$ cat config.mk
export PLATFORM = sky130hd
export DESIGN_NAME = move_ctrl
export DESIGN_NICKNAME = d
export VERILOG_FILES = /design/src/rtl/meikyuu_pkg.sv /design/src/rtl/move_ctrl_dir_arbiter.sv /design/src/rtl/move_ctrl.sv
export SDC_FILE = /design/constraint.sdc
export NUM_CORES = 1
export LEC_CHECK = 0
export CORE_MARGIN = 2
export CORE_UTILIZATION = 40
export CTS_BUF_LIST = sky130_fd_sc_hd__clkbuf_4 sky130_fd_sc_hd__clkbuf_8
export DETAILED_ROUTE_END_ITERATION = 10
export PLACE_DENSITY = 0.59
export SLEW_MARGIN = 10
export SYNTH_ARGS = -nofsm -noshare
export SYNTH_HDL_FRONTEND = slang
export SYNTH_SLANG_ARGS = --single-unit
$ cat constraint.sdc
create_clock -name CLOCK_25 -period 5 [get_ports CLOCK_25]
set_input_delay 1.25 -clock CLOCK_25 [delete_from_list [all_inputs] [get_ports CLOCK_25]]
set_output_delay 1.25 -clock CLOCK_25 [all_outputs]
set_load 0.03 [all_outputs]
$ cat src/rtl/meikyuu_pkg.sv
// meikyuu_pkg: types and constants shared by the maze-game blocks.
//   - move_state_e : movement controller FSM state encoding
//   - axis_e/dir_e : move axis and sign (DIR_POS = right / down)
//   - screen bounds and sprite size, also used by the VGA renderer
//   - BTN_* : bit positions in the packed {up, down, left, right} button vector
package meikyuu_pkg;

  typedef enum logic [1:0] {
    ST_IDLE   = 2'd0,
    ST_ARB    = 2'd1,
    ST_CHECK  = 2'd2,
    ST_COMMIT = 2'd3
  } move_state_e;

  typedef enum logic {
    AXIS_V = 1'b0,
    AXIS_H = 1'b1
  } axis_e;

  typedef enum logic {
    DIR_NEG = 1'b0,  // up or left
    DIR_POS = 1'b1   // down or right
  } dir_e;

  // Play-field origin and extent in pixels; the sprite must stay fully inside.
  localparam int SCREEN_X0   = 96;
  localparam int SCREEN_W    = 640;
  localparam int SCREEN_Y0   = 2;
  localparam int SCREEN_H    = 480;
  localparam int SPRITE_SIZE = 16;

  localparam int BTN_UP    = 3;
  localparam int BTN_DOWN  = 2;
  localparam int BTN_LEFT  = 1;
  localparam int BTN_RIGHT = 0;

endpackage

$ cat src/rtl/move_ctrl_dir_arbiter.sv
// dir_arbiter: reduces four button levels to one move.
//   Opposite buttons on one axis cancel. When both axes request, the
//   round-robin axis (rr_axis, reset vertical) wins and then flips.
// Ports:
//   clk_i, rst_i         clock, async active-high reset
//   up_i/down_i/left_i/right_i  latched button levels
//   advance_i            high for the one cycle the decision is consumed
//   axis_o, sign_o       chosen axis and direction
//   valid_o              at least one axis has an uncancelled request
module dir_arbiter
  import meikyuu_pkg::*;
(
  input  logic  clk_i,
  input  logic  rst_i,
  input  logic  up_i,
  input  logic  down_i,
  input  logic  left_i,
  input  logic  right_i,
  input  logic  advance_i,
  output axis_e axis_o,
  output dir_e  sign_o,
  output logic  valid_o
);

  axis_e rr_axis_q;
  logic  v_req;
  logic  h_req;

  assign v_req = up_i ^ down_i;
  assign h_req = left_i ^ right_i;

  always_comb begin
    valid_o = v_req | h_req;
    if (v_req && h_req) begin
      axis_o = rr_axis_q;
    end else if (h_req) begin
      axis_o = AXIS_H;
    end else begin
      axis_o = AXIS_V;
    end
    if (axis_o == AXIS_H) begin
      sign_o = right_i ? DIR_POS : DIR_NEG;
    end else begin
      sign_o = down_i ? DIR_POS : DIR_NEG;
    end
  end

  // Only a genuine two-axis conflict advances the round robin.
  always_ff @(posedge clk_i or posedge rst_i) begin
    if (rst_i) begin
      rr_axis_q <= AXIS_V;
    end else if (advance_i && v_req && h_req) begin
      rr_axis_q <= (rr_axis_q == AXIS_V) ? AXIS_H : AXIS_V;
    end
  end

endmodule

$ cat src/rtl/move_ctrl.sv
// move_ctrl: per-frame player movement controller.
//   On frame_tick (in IDLE) the synchronized buttons are latched and
//   arbitrated to one move. An in-room move is checked by the collision
//   checker; a move off a room edge into an existing neighbour room is a
//   room transition that commits without a check.
// Collision handshake: chk_req rises with chk_x/chk_y stable and stays high,
//   unchanged, until a cycle with chk_ack=1 (which may be the first chk_req
//   cycle). chk_hit is sampled only in that cycle; chk_ack outside CHECK is
//   ignored. With no chk_ack within TIMEOUT cycles the request is withdrawn
//   and the move is treated as a hit.
// Ports:
//   CLOCK_25, reset       clock, async active-high reset
//   frame_tick            one-cycle pulse per frame
//   btn_up/down/left/right  asynchronous buttons
//   chk_req/chk_x/chk_y/chk_ack/chk_hit  collision checker handshake
//   x_pos, y_pos, room_x, room_y  committed position and room
//   busy                  FSM not in IDLE
//   moved                 one-cycle pulse after a commit
//   dbg_state_o           current FSM state
// Build option: MOVE_CTRL_DEBOUNCE_EN requires a button to be high at two
//   consecutive frame_ticks before it counts as pressed.
module move_ctrl
  import meikyuu_pkg::*;
#(
  parameter int STEP         = 2,
  parameter int X_MIN        = SCREEN_X0,
  parameter int X_MAX        = SCREEN_X0 + SCREEN_W - SPRITE_SIZE,
  parameter int Y_MIN        = SCREEN_Y0,
  parameter int Y_MAX        = SCREEN_Y0 + SCREEN_H - SPRITE_SIZE,
  parameter int X_START      = 408,
  parameter int Y_START      = 226,
  parameter int ROOMS_X      = 3,
  parameter int ROOMS_Y      = 3,
  parameter int ROOM_START_X = 1,
  parameter int ROOM_START_Y = 1,
  parameter int TIMEOUT      = 16
) (
  input  logic        CLOCK_25,
  input  logic        reset,
  input  logic        frame_tick,
  input  logic        btn_up,
  input  logic        btn_down,
  input  logic        btn_left,
  input  logic        btn_right,
  output logic        chk_req,
  output logic [9:0]  chk_x,
  output logic [9:0]  chk_y,
  input  logic        chk_ack,
  input  logic        chk_hit,
  output logic [9:0]  x_pos,
  output logic [9:0]  y_pos,
  output logic [2:0]  room_x,
  output logic [2:0]  room_y,
  output logic        busy,
  output logic        moved,
  output move_state_e dbg_state_o
);

  localparam int CNT_W = (TIMEOUT > 1) ? $clog2(TIMEOUT) : 1;

  localparam logic signed [10:0] STEP_S  = 11'(STEP);
  localparam logic signed [10:0] X_MIN_S = 11'(X_MIN);
  localparam logic signed [10:0] X_MAX_S = 11'(X_MAX);
  localparam logic signed [10:0] Y_MIN_S = 11'(Y_MIN);
  localparam logic signed [10:0] Y_MAX_S = 11'(Y_MAX);
  localparam logic [2:0]         RX_LAST = 3'(ROOMS_X - 1);
  localparam logic [2:0]         RY_LAST = 3'(ROOMS_Y - 1);

  // ---------------------------------------------------------------- buttons
  logic [3:0] btn_raw;
  logic [3:0] btn_meta_q;
  logic [3:0] btn_sync_q;
  logic [3:0] btn_qual;
  logic [3:0] btn_lat_q;

  assign btn_raw = {btn_up, btn_down, btn_left, btn_right};

  always_ff @(posedge CLOCK_25 or posedge reset) begin
    if (reset) begin
      btn_meta_q <= '0;
      btn_sync_q <= '0;
    end else begin
      btn_meta_q <= btn_raw;
      btn_sync_q <= btn_meta_q;
    end
  end

`ifdef MOVE_CTRL_DEBOUNCE_EN
  // History of the synchronized level at the previous frame_tick.
  logic [3:0] btn_hist_q;

  always_ff @(posedge CLOCK_25 or posedge reset) begin
    if (reset) begin
      btn_hist_q <= '0;
    end else if (frame_tick) begin
      btn_hist_q <= btn_sync_q;
    end
  end

  assign btn_qual = btn_sync_q & btn_hist_q;
`else
  assign btn_qual = btn_sync_q;
`endif

  // -------------------------------------------------------------- arbiter
  move_state_e state_q;
  axis_e       arb_axis;
  dir_e        arb_sign;
  logic        arb_valid;

  dir_arbiter u_arb (
    .clk_i     (CLOCK_25),
    .rst_i     (reset),
    .up_i      (btn_lat_q[BTN_UP]),
    .down_i    (btn_lat_q[BTN_DOWN]),
    .left_i    (btn_lat_q[BTN_LEFT]),
    .right_i   (btn_lat_q[BTN_RIGHT]),
    .advance_i (state_q == ST_ARB),
    .axis_o    (arb_axis),
    .sign_o    (arb_sign),
    .valid_o   (arb_valid)
  );

  // ------------------------------------------------------ proposed move
  logic [9:0]         x_pos_q, y_pos_q;
  logic [2:0]         room_x_q, room_y_q;
  logic signed [10:0] cur_s;
  logic signed [10:0] prop_s;
  logic               in_range;
  logic               has_nbr;
  logic [9:0]         nxt_x, nxt_y;
  logic [2:0]         nxt_rx, nxt_ry;

  always_comb begin
    nxt_x  = x_pos_q;
    nxt_y  = y_pos_q;
    nxt_rx = room_x_q;
    nxt_ry = room_y_q;
    cur_s  = (arb_axis == AXIS_H) ? $signed({1'b0, x_pos_q}) : $signed({1'b0, y_pos_q});
    prop_s = (arb_sign == DIR_POS) ? cur_s + STEP_S : cur_s - STEP_S;
    if (arb_axis == AXIS_H) begin
      in_range = (prop_s >= X_MIN_S) && (prop_s <= X_MAX_S);
      has_nbr  = (arb_sign == DIR_POS) ? (room_x_q != RX_LAST) : (room_x_q != 3'd0);
      if (in_range) begin
        nxt_x = prop_s[9:0];
      end else begin
        // Entering the neighbour room puts the sprite at its far edge.
        nxt_x  = (arb_sign == DIR_POS) ? 10'(X_MIN) : 10'(X_MAX);
        nxt_rx = (arb_sign == DIR_POS) ? room_x_q + 3'd1 : room_x_q - 3'd1;
      end
    end else begin
      in_range = (prop_s >= Y_MIN_S) && (prop_s <= Y_MAX_S);
      has_nbr  = (arb_sign == DIR_POS) ? (room_y_q != RY_LAST) : (room_y_q != 3'd0);
      if (in_range) begin
        nxt_y = prop_s[9:0];
      end else begin
        nxt_y  = (arb_sign == DIR_POS) ? 10'(Y_MIN) : 10'(Y_MAX);
        nxt_ry = (arb_sign == DIR_POS) ? room_y_q + 3'd1 : room_y_q - 3'd1;
      end
    end
  end

  // ------------------------------------------------------------------ FSM
  logic [9:0]       tgt_x_q, tgt_y_q;
  logic [2:0]       tgt_rx_q, tgt_ry_q;
  logic [CNT_W-1:0] cnt_q;
  logic             chk_req_q, busy_q, moved_q;
  logic [9:0]       chk_x_q, chk_y_q;

  always_ff @(posedge CLOCK_25 or posedge reset) begin
    if (reset) begin
      state_q   <= ST_IDLE;
      x_pos_q   <= 10'(X_START);
      y_pos_q   <= 10'(Y_START);
      room_x_q  <= 3'(ROOM_START_X);
      room_y_q  <= 3'(ROOM_START_Y);
      tgt_x_q   <= 10'(X_START);
      tgt_y_q   <= 10'(Y_START);
      tgt_rx_q  <= 3'(ROOM_START_X);
      tgt_ry_q  <= 3'(ROOM_START_Y);
      btn_lat_q <= '0;
      cnt_q     <= '0;
      chk_req_q <= 1'b0;
      chk_x_q   <= '0;
      chk_y_q   <= '0;
      busy_q    <= 1'b0;
      moved_q   <= 1'b0;
    end else begin
      moved_q <= 1'b0;
      case (state_q)
        ST_IDLE: begin
          if (frame_tick) begin
            btn_lat_q <= btn_qual;
            state_q   <= ST_ARB;
            busy_q    <= 1'b1;
          end
        end
        ST_ARB: begin
          tgt_x_q  <= nxt_x;
          tgt_y_q  <= nxt_y;
          tgt_rx_q <= nxt_rx;
          tgt_ry_q <= nxt_ry;
          if (!arb_valid) begin
            state_q <= ST_IDLE;
            busy_q  <= 1'b0;
          end else if (!in_range) begin
            // Room edge: cross into the neighbour, or stay put at the world edge.
            if (has_nbr) begin
              state_q <= ST_COMMIT;
            end else begin
              state_q <= ST_IDLE;
              busy_q  <= 1'b0;
            end
          end else begin
            state_q   <= ST_CHECK;
            chk_req_q <= 1'b1;
            chk_x_q   <= nxt_x;
            chk_y_q   <= nxt_y;
            cnt_q     <= '0;
          end
        end
        ST_CHECK: begin
          if (chk_ack) begin
            chk_req_q <= 1'b0;
            if (chk_hit) begin
              state_q <= ST_IDLE;
              busy_q  <= 1'b0;
            end else begin
              state_q <= ST_COMMIT;
            end
          end else if (cnt_q == CNT_W'(TIMEOUT - 1)) begin
            chk_req_q <= 1'b0;
            state_q   <= ST_IDLE;
            busy_q    <= 1'b0;
          end else begin
            cnt_q <= cnt_q + 1'b1;
          end
        end
        ST_COMMIT: begin
          x_pos_q  <= tgt_x_q;
          y_pos_q  <= tgt_y_q;
          room_x_q <= tgt_rx_q;
          room_y_q <= tgt_ry_q;
          moved_q  <= 1'b1;
          state_q  <= ST_IDLE;
          busy_q   <= 1'b0;
        end
        default: begin
          state_q <= ST_IDLE;
          busy_q  <= 1'b0;
        end
      endcase
    end
  end

  assign chk_req     = chk_req_q;
  assign chk_x       = chk_x_q;
  assign chk_y       = chk_y_q;
  assign x_pos       = x_pos_q;
  assign y_pos       = y_pos_q;
  assign room_x      = room_x_q;
  assign room_y      = room_y_q;
  assign busy        = busy_q;
  assign moved       = moved_q;
  assign dbg_state_o = state_q;

endmodule
Word-level counts from Yosys, hierarchy flattened
Index checks and enable logic that the tools add are counted.
Operators by class
  add/sub/neg operators: 7
  multipliers: 0
  div/mod/pow operators: 0
  magnitude comparators: 4
  equal/unequal tests: 15
  shift operators: 0
  multiplexer cells: 50
  bitwise logic cells: 3
  reduce and logical (&&, ||, !) cells: 15
Operator list (count)
  two-way mux 10 bit: 6
  two-way mux 1 bit: 21
  two-way mux 3 bit: 6
  two-way mux 4 bit: 4
  two-way mux 2 bit: 7
  inequality test 3 bit (second input constant): 4
  adder 10 x 2 -> 11 bit (second input constant): 1
  greater-or-equal comparator 11 x 3 -> 1 bit (second input constant): 1
  greater-or-equal comparator 11 x 8 -> 1 bit (second input constant): 1
  <= comparator 11 x 10 -> 1 bit (second input constant): 1
  <= comparator 11 bit (second input constant): 1
  two-way mux 11 bit: 1
  subtractor 10 x 2 -> 11 bit (second input constant): 1
  inequality test 2 bit (second input constant): 5
  AND reduction 5 bit: 2
  two-way mux 9 bit: 1
  case mux 2 bit (4 select lines): 1
  case mux 4 bit (2 select lines): 1
  adder 3 x 1 -> 3 bit (second input constant): 2
  inequality test 3 x 2 -> 1 bit (second input constant): 2
  nonzero test 3 bit: 2
  subtractor 3 x 1 -> 3 bit (second input constant): 2
  logical AND 1 bit: 5
  adder 4 x 1 -> 4 bit (second input constant): 1
  other kinds (12): 15
Storage, ports and cells
  bits in registers: 94
  latch bits: 0
  bits in writable memories: 0
  ROM bits: 0
  memories kept: 0

Depth between registers and ports, before layout
Gate-level depths: netlist (run 1).
  word-level depth: 12
  depth in mapped cells: 18
  gate-level depth less buffers: 15

Modules after synthesis
A second synthesis (run 1) with hierarchy kept.
Second synthesis, totals
  cell total of the unflattened synthesis: 469
  area, all modules: 5096.1 um^2
By module, submodules not included
  move_ctrl: instances 1, cells an instance 455, area an instance 4987.3 um^2, seq. area each 2352.3 um^2
  dir_arbiter: instances 1, cells an instance 14, area an instance 108.9 um^2, seq. area each 25.0 um^2

Least setup slack after synthesis (run 1)
OpenSTA, ideal clock, no wires.
  kind: register to register
  start: reg btn_lat_q[2]
  end: reg chk_x_q[0] (netlist: chk_x[0])
  data arrival time: 4.160 ns
  data required time: 4.875 ns
  path slack: 0.716 ns
  cell stages (with the launch flop): 17
  path buffers: 3
  period minus slack after synthesis: 4.284 ns
  cells stage by stage: dfrtp_1 xor2_1 a21oi_1 buf_2 clkbuf_1 nand2_1 nand2_1 ha_1 buf_2 a21o_1 a221oi_2 o21ai_0 o31a_1 a22oi_2 o21ai_2 a21oi_4 mux2_2
On the way
  cells in the longest elaborated chain, start to end: 10
  elaborated cells between the ends (all ways): 20
RTL lines
  from (decl): RTL line move_ctrl.sv:74  | logic [3:0] btn_lat_q;
  from (signal assigned): RTL line move_ctrl.sv:193  | btn_lat_q <= btn_qual;
  XOR 1 bit: RTL line move_ctrl_dir_arbiter.sv:29  | assign v_req = up_i ^ down_i;
  logical AND 1 bit: RTL line move_ctrl_dir_arbiter.sv:34  | if (v_req && h_req) begin
  two-way mux 1 bit: RTL line move_ctrl_dir_arbiter.sv:34
  two-way mux 10 bit: RTL line move_ctrl.sv:139  | cur_s = (arb_axis == AXIS_H) ? $signed({1'b0, x_pos_q}) : $signed({1'b0, y_pos_q});
  subtractor 10 x 2 -> 11 bit or adder 10 x 2 -> 11 bit (tied branches): RTL line move_ctrl.sv:140  | prop_s = (arb_sign == DIR_POS) ? cur_s + STEP_S : cur_s - STEP_S;
  two-way mux 11 bit: RTL line move_ctrl.sv:140
  greater-or-equal comparator 11 x 3 -> 1 bit, or another cell as far along: RTL line move_ctrl.sv:152  | in_range = (prop_s >= Y_MIN_S) && (prop_s <= Y_MAX_S);
  logical AND 1 bit, on equally long branches: RTL line move_ctrl.sv:152, move_ctrl.sv:142
  two-way mux 1 bit or two-way mux 10 bit (tied branches): RTL line move_ctrl.sv:141, move_ctrl.sv:144
  AND reduction 3 bit (no source line) or two-way mux 10 bit (tied branches)
  to (signal assigned): RTL line move_ctrl.sv:217  | chk_x_q <= nxt_x;
  to (decl): RTL line move_ctrl.sv:168  | logic [9:0] chk_x_q, chk_y_q;
Several ways; a longest one is shown, not always the timed one.
A chain may end at the register's enable or synchronous reset.

Worst setup path in the final report (run 1)
  start: reg btn_lat_q[1]
  end: reg chk_y_q[0] (netlist: chk_y[0])
On the way
  cells in the longest elaborated chain, start to end: 10
  elaborated cells between the ends (all ways): 20
RTL lines
  XOR 1 bit *: RTL line move_ctrl_dir_arbiter.sv:30  | assign h_req = left_i ^ right_i;
  two-way mux 1 bit or logical AND 1 bit (tied branches): RTL line move_ctrl_dir_arbiter.sv:36, move_ctrl_dir_arbiter.sv:34
  two-way mux 1 bit: RTL line move_ctrl_dir_arbiter.sv:34
  two-way mux 10 bit: RTL line move_ctrl.sv:139
  subtractor 10 x 2 -> 11 bit or adder 10 x 2 -> 11 bit (tied branches): RTL line move_ctrl.sv:140
  two-way mux 11 bit: RTL line move_ctrl.sv:140
  greater-or-equal comparator 11 x 3 -> 1 bit, or another cell as far along: RTL line move_ctrl.sv:152
  logical AND 1 bit, on equally long branches: RTL line move_ctrl.sv:152, move_ctrl.sv:142
  two-way mux 1 bit or two-way mux 10 bit (tied branches): RTL line move_ctrl.sv:141, move_ctrl.sv:154
  AND reduction 3 bit (no source line) or two-way mux 10 bit (tied branches)
  to (signal assigned): RTL line move_ctrl.sv:218  | chk_y_q <= nxt_y;
  to (decl): RTL line move_ctrl.sv:168
Mark *: on every way between the ends. The rest lies on a longest branch, timed or not.

==> results by group, run 1 <==
Outcome
  • Status: complete, no violations

Yosys
  • Post-Synthesis Cells: 500
  • Area share of the largest cell type after synthesis: 36.8%
  • Post-Synth Adder-Cell Area: 3.93%
  • Syn nets: 523
  • Primary FF master, synth: dfrtp_1
  • EDFF count, synth: 0
  • Synthesized area: 5030 um^2
  • Sequential area share after synthesis: 47.3%
  • Asr flop ratio synth: 100%
  • Top cells by area, synth: dfrtp_1, dfstp_2, mux2_2, nand2_1, o21ai_0
  • Netlist cell types: 67
  • Largest family of logic cells by synthesized area: compound AO/OA/AOI/OAI gates
  • Simple-Gate Fraction of Synth Area: 14.9%
  • Synth Register Bits: 94
  • Synth Area in XOR/XNOR: 3.83%
  • Compound-Gate Fraction of Synth Area: 17.0%
  • Yosys top cell by area: dfrtp_1
  • Multiplexer share of the synthesized area: 9.18%
  • Warnings from Yosys: 0
  • Avg Inst Size Synth: 10.1 um^2

Global routing
  • Grt ovf: 0
  • Vias in the first global route: 3,929
  • Initial antenna violation count: 0
  • Gr usage total: 20.8%
  • First-pass GRT wire length: 21.5 mm
  • Largest net degree at the start of global routing: 39

Die
  • Initial Util: 41.4%
  • Die Y: 116 um
  • Core footprint: 12,200 um^2
  • Die W: 116 um
  • Number of placement rows: 40
  • Die area: 13,500 um^2
  • Boundary Pins: 60

Timing
  • Tmin final: 4650 ps
  • RSZ-0062 raised after global routing: false
  • Setup TNS: 0 ps
  • # setup viols final: 0
  • Worst Max-Slew Pin Slew: 846 ps
  • Peak Freq: 215 MHz
  • Hold Vio Cnt, Final: 0
  • Slew headroom: 43.5%
  • Clock Skew: 6.38 ps
  • Crit share post-route: 93.0%
  • Final slew viol count: 0

Worst hold path
  • Worst hold path startpoint: btn_meta_q[1]$_DFF_PP0_
  • Hold path depth: 0
  • Min-Delay Path Class: reg2reg

Clocking
  • Root Driver: clkbuf_8
  • Max Root-Sink Buffers: 2
  • H-tree levels: 3
  • Setup bufs post-CTS: 0
  • CTS tree: built
  • Clock transition at path regs: 90 ps
  • Sink Count: 94
  • Post-CTS Hold Buffers: 0
  • Cts bufs inserted: 9
  • Clock latency on the worst-skew pair: 360 ps
  • CTS resizes: 0

Routing
  • Via Count: 3,982
  • Remaining DRCs: 0
  • Drt total wl: 13.4 mm
  • Pre-antenna DRT Iters: 7
  • Final ANT Viol Nets: 0
  • Initial drt markers: 238
  • Wire per inst: 18.2 um
  • Vias per cell: 5.41

Cells and area
  • Ant. Diodes: 0
  • # nets final: 586
  • Synth-to-Final Area Change: 20.5%
  • Post-Route Utilization: 49.8%
  • Share of layout cells above drive strength 1: 17.6%
  • Filler instances: 1,113

Run
  • Max Cap Viol: 0

Setup path
  • Crit path launch: btn_lat_q[1]$_DFFE_PP0P_
  • Critical Path RT: 5290 ps
  • CP Class: reg2reg
  • Reg2reg path depth: 15
  • Crit path DAT: 4940 ps
  • Worst r2r src: btn_lat_q[1]$_DFFE_PP0P_
  • Worst Setup End Kind: flop
  • CP startpoint kind: flop
  • Crit-path max FO: 15

Placement
  • Gpl congestion: 0.889
  • Final HPWL DP: 9.82 mm
  • IO Port Bufs: 59
## area by class of cell
type | instances | area (um^2) | area share (%)
clock buffer | 13 | 160 | 2.64
tap | 168 | 210 | 3.47
sequential | 94 | 2380 | 39.2
clock inverter | 3 | 43.8 | 0.723
timing repair buffer | 76 | 718 | 11.8
inverter | 24 | 91.3 | 1.51
multi-input combinational | 358 | 2460 | 40.6
## cells in the final DEF, fill, tap and decap left out, drive strengths merged, types with 3 or more instances in the layout
cell and count:
nor3b 13, and2 4, o21bai 3, fa 3, dfrtp 74, and3 4
clkinv 3, o211ai 3, a21o 5, xor2 7, nor2b 5, xnor2 15
nand4 5, a222oi 3, inv 23, nand3 9, nand2b 5, nor4 5
mux2 33, ha 11, o21ai 42, dfstp 20, nor2 16, nor3 6
clkbuf 13, a22oi 3, buf 17, a21boi 3, a2bb2oi 3, a21oi 22
mux2i 9, a31oi 8, o31ai 3, clkdlybuf4s50 59, nand2 77
## through the flow
stage,cells,worst slack [ps],hold WS [ps],cell area [um^2]
2_1_floorplan,500,716,331,5030
3_3_place_gp,720,585,335,5860
3_5_place_dp,720,452,335,5860
4_1_cts,736,436,356,6060
5_1_grt,736,63.5,369,6060
6_report,736,349,353,6060
## cell families after synthesis
group | after synthesis
xor+xnor | 22
flops | 94
mux | 42
buf+inv | 48
simple gates | 156
fa+ha+maj | 14
compound gates | 124
## synth_stat cells, drive strengths merged (11+ instances only)
| master | instances |
|---|---|
| a21oi | 22 |
| nand2 | 77 |
| clkbuf | 15 |
| nor2 | 16 |
| mux2 | 33 |
| dfstp | 20 |
| xnor2 | 15 |
| o21ai | 42 |
| dfrtp | 74 |
| ha | 11 |
| inv | 24 |
| nor3b | 13 |
## final timing paths
path | slack (ps) | to
hold / removal | 350 | btn_qual[1]$_DFF_PP0_
min in group asynchronous | 1190 | tgt_y_q[9]$_DFFE_PP0P_
setup reg to reg | 350 | chk_y[0]$_DFFE_PP0P_
hold reg to reg | 350 | btn_qual[1]$_DFF_PP0_
setup / recovery | 350 | chk_y[0]$_DFFE_PP0P_
max in group asynchronous | 2930 | y_pos[1]$_DFFE_PP1P_
## registers in the layout, indices dropped and copies added, names as in the netlist, 4 cells and up
signal / cells
tgt_y_q: 10
btn_meta_q: 4
tgt_x_q: 10
y_pos: 10
cnt_q: 4
btn_lat_q: 4
x_pos: 10
chk_y: 10
btn_qual: 4
chk_x: 10
## critical path: stages, from the launching register on
cell	delay, ps
dfrtp_1	440
nor2b_1	170
o21ai_0	170
o221a_2	240
inv_1	270
ha_1	590
and3_1	250
a221oi_2	90
o21ai_0	540
nand4_1	180
mux2_2	330
a22oi_2	330
o21ai_2	140
a21oi_4	360
buf_4	270
mux2i_1	190
## routing by layer
layer	share of wire, %	wire [um]	track usage (%)
met4	1.4	187	5.63
met2	45	6060	31.1
met1	49	6500	31.8
met3	4.6	616	2.91
met5	0	0	0
Power of run 1 is left out: the tool's default activity adds up to more than one toggle a clock period on the data nets, which glitch-free logic cannot reach.
==> run 2, diff against run 1 <==
Clock period 5 ns to 5.6 ns, I/O delays scaled along.
==> run 2 against run 1 <==
Against the previous run:
- routed wire length rose by 0.16%
- register-to-register slack improved by 150 ps
- first-iteration DRC count rose by 26%
- die area did not move
- count of clock-buffer cells in the layout fell by 3
- final area fell by 0.91%
- maximum frequency fell by 8.9%
==> results by group, run 2 (synthesis results as in run 1) <==
Clocking
  • CTS resizes: 0
  • Max Root-Sink Buffers: 2
  • Clock latency on the worst-skew pair: 370 ps
  • Root Driver: clkbuf_8
  • CTS tree: built
  • Clock transition at path regs: 100 ps
  • H-tree levels: 3
  • Cts bufs inserted: 9
  • Setup bufs post-CTS: 0
  • Sink Count: 94
  • Post-CTS Hold Buffers: 0

Outcome
  • Status: complete, no violations

Timing
  • Setup TNS: 0 ps
  • Peak Freq: 196 MHz
  • Crit share post-route: 91.1%
  • Worst hold slack: 353 ps
  • RSZ-0062 raised after global routing: false
  • # setup viols final: 0
  • Tmin final: 5100 ps
  • Hold Vio Cnt, Final: 0
  • Final slew viol count: 0
  • Clock Skew: 10.1 ps
  • Slew headroom: 30.7%
  • Worst Max-Slew Pin Slew: 1040 ps

Cells and area
  • Filler instances: 1,150
  • Fin cells: 726
  • Most frequent cells in the layout: nand2_1, dfrtp_1, clkdlybuf4s50_1, o21ai_0, mux2_2
  • Cell area after layout: 6010 um^2
  • Most common cell after layout, fill and taps aside: nand2_1
  • Synth-to-Final Area Change: 19.4%
  • # nets final: 576
  • Share of layout cells above drive strength 1: 16.1%
  • Ant. Diodes: 0

Die
  • Die W: 116 um
  • Number of placement rows: 40
  • Initial Util: 41.4%
  • Die Y: 116 um
  • Core footprint: 12,200 um^2
  • Die area: 13,500 um^2
  • Boundary Pins: 60

Setup path
  • Worst r2r src: btn_lat_q[1]$_DFFE_PP0P_
  • Slowest-stage cell, CP: fa_1
  • CP startpoint kind: flop
  • Crit path cell chain: nor2b_1, o21ai_0, o221a_2, inv_1, fa_1, a21o_1, a221oi_2, o21ai_0, o31a_1, a22oi_2, o21ai_2, a21oi_4, buf_4, mux2i_1
  • Worst Setup End Kind: flop
  • CP Class: reg2reg
  • Crit-path max FO: 16
  • Crit path DAT: 5400 ps
  • Critical Path RT: 5900 ps
  • Worst path max stage delay: 590 ps
  • Critical path's top delay family: compound AO/OA/AOI/OAI gates
  • Crit path top cell by count: o21ai_0
  • Worst path bufs/invs: 2
  • Crit path launch: btn_lat_q[1]$_DFFE_PP0P_

Placement
  • Gpl congestion: 0.883
  • Placed Area: 5780 um^2
  • Final HPWL DP: 10.0 mm
  • # placed instances: 710
  • IO Port Bufs: 59

Worst hold path
  • Worst hold path startpoint: btn_meta_q[2]$_DFF_PP0_
  • Min-Delay Path Class: reg2reg

Global routing
  • Grt ovf: 0
  • Vias in the first global route: 3,977
  • Largest net degree at the start of global routing: 63
  • Gr usage total: 21.5%
  • First-pass GRT wire length: 22.0 mm
  • Initial antenna violation count: 0

Routing
  • Pre-antenna DRT Iters: 5
  • Wire per inst: 18.4 um
  • Vias per cell: 5.41
  • Via Count: 3,926
  • Final ANT Viol Nets: 0
  • Drt total wl: 13.4 mm
  • Remaining DRCs: 0
  • Initial drt markers: 300

Run
  • Max Cap Viol: 0
run 2: cell types whose count changed in the layout (fill, tap and decap cells not counted), sizes merged:
cell | previous run | this run
inv | 23 | 25
clkbuf | 13 | 10
bufinv | 1 | 2
clkinvlp | 0 | 2
buf | 17 | 7
clkinv | 3 | 1
run 2: layout make-up:
type / instances / area [um^2] / share of cell area (%)
multi-input cells: 358 / 2460 / 41.0
flip-flops and latches: 94 / 2380 / 39.6
repair buffers: 66 / 643 / 10.7
well taps: 168 / 210 / 3.50
clock buffers: 10 / 131 / 2.19
clock inverters: 6 / 92.6 / 1.54
inverters: 24 / 91.3 / 1.52
run 2: metal layers:
| metal | wire, um | track usage [%] | vias up | share of wire (%) |
|---|---|---|---|---|
| met4 | 195 | 6.27 | 0 | 1.5 |
| met3 | 458 | 3.01 | 17 | 3.4 |
| met5 | 0 | 0 | - | 0 |
| met2 | 6200 | 33.7 | 73 | 46 |
| met1 | 6530 | 31.4 | 1947 | 49 |
| li1 | - | - | 1889 | - |
run 2: final timing paths:
path                       depth (start not counted)  slack, ps                    end
max                                               14        500   chk_y[0]$_DFFE_PP0P_
min in group asynchronous                          2       1570   y_pos[9]$_DFFE_PP0P_
max in group asynchronous                          3       3000   x_pos[3]$_DFFE_PP1P_
max reg2reg                                       14        500   chk_y[0]$_DFFE_PP0P_
min                                                0        350  btn_qual[2]$_DFF_PP0_
min reg2reg                                        0        350  btn_qual[2]$_DFF_PP0_
run 2: stage by stage:
step | utilization (%) | setup WS (ps)
global route | 49.4 | 60.4
finish | 49.4 | 497
CTS | 49.4 | 537
detailed placement | 47.5 | 528
global placement | 47.5 | 672
floorplan | - | 1320
run 2: worst register-to-register path: stages, from the launching register on:
cell      delay (ps)
dfrtp_1          440
nor2b_1          160
o21ai_0          160
o221a_2          430
inv_1            360
fa_1             590
a21o_1           240
a221oi_2         370
o21ai_0          310
o31a_1           400
a22oi_2          370
o21ai_2          210
a21oi_4          520
buf_4            300
mux2i_1          190
Power of run 2 is left out for the same reason.
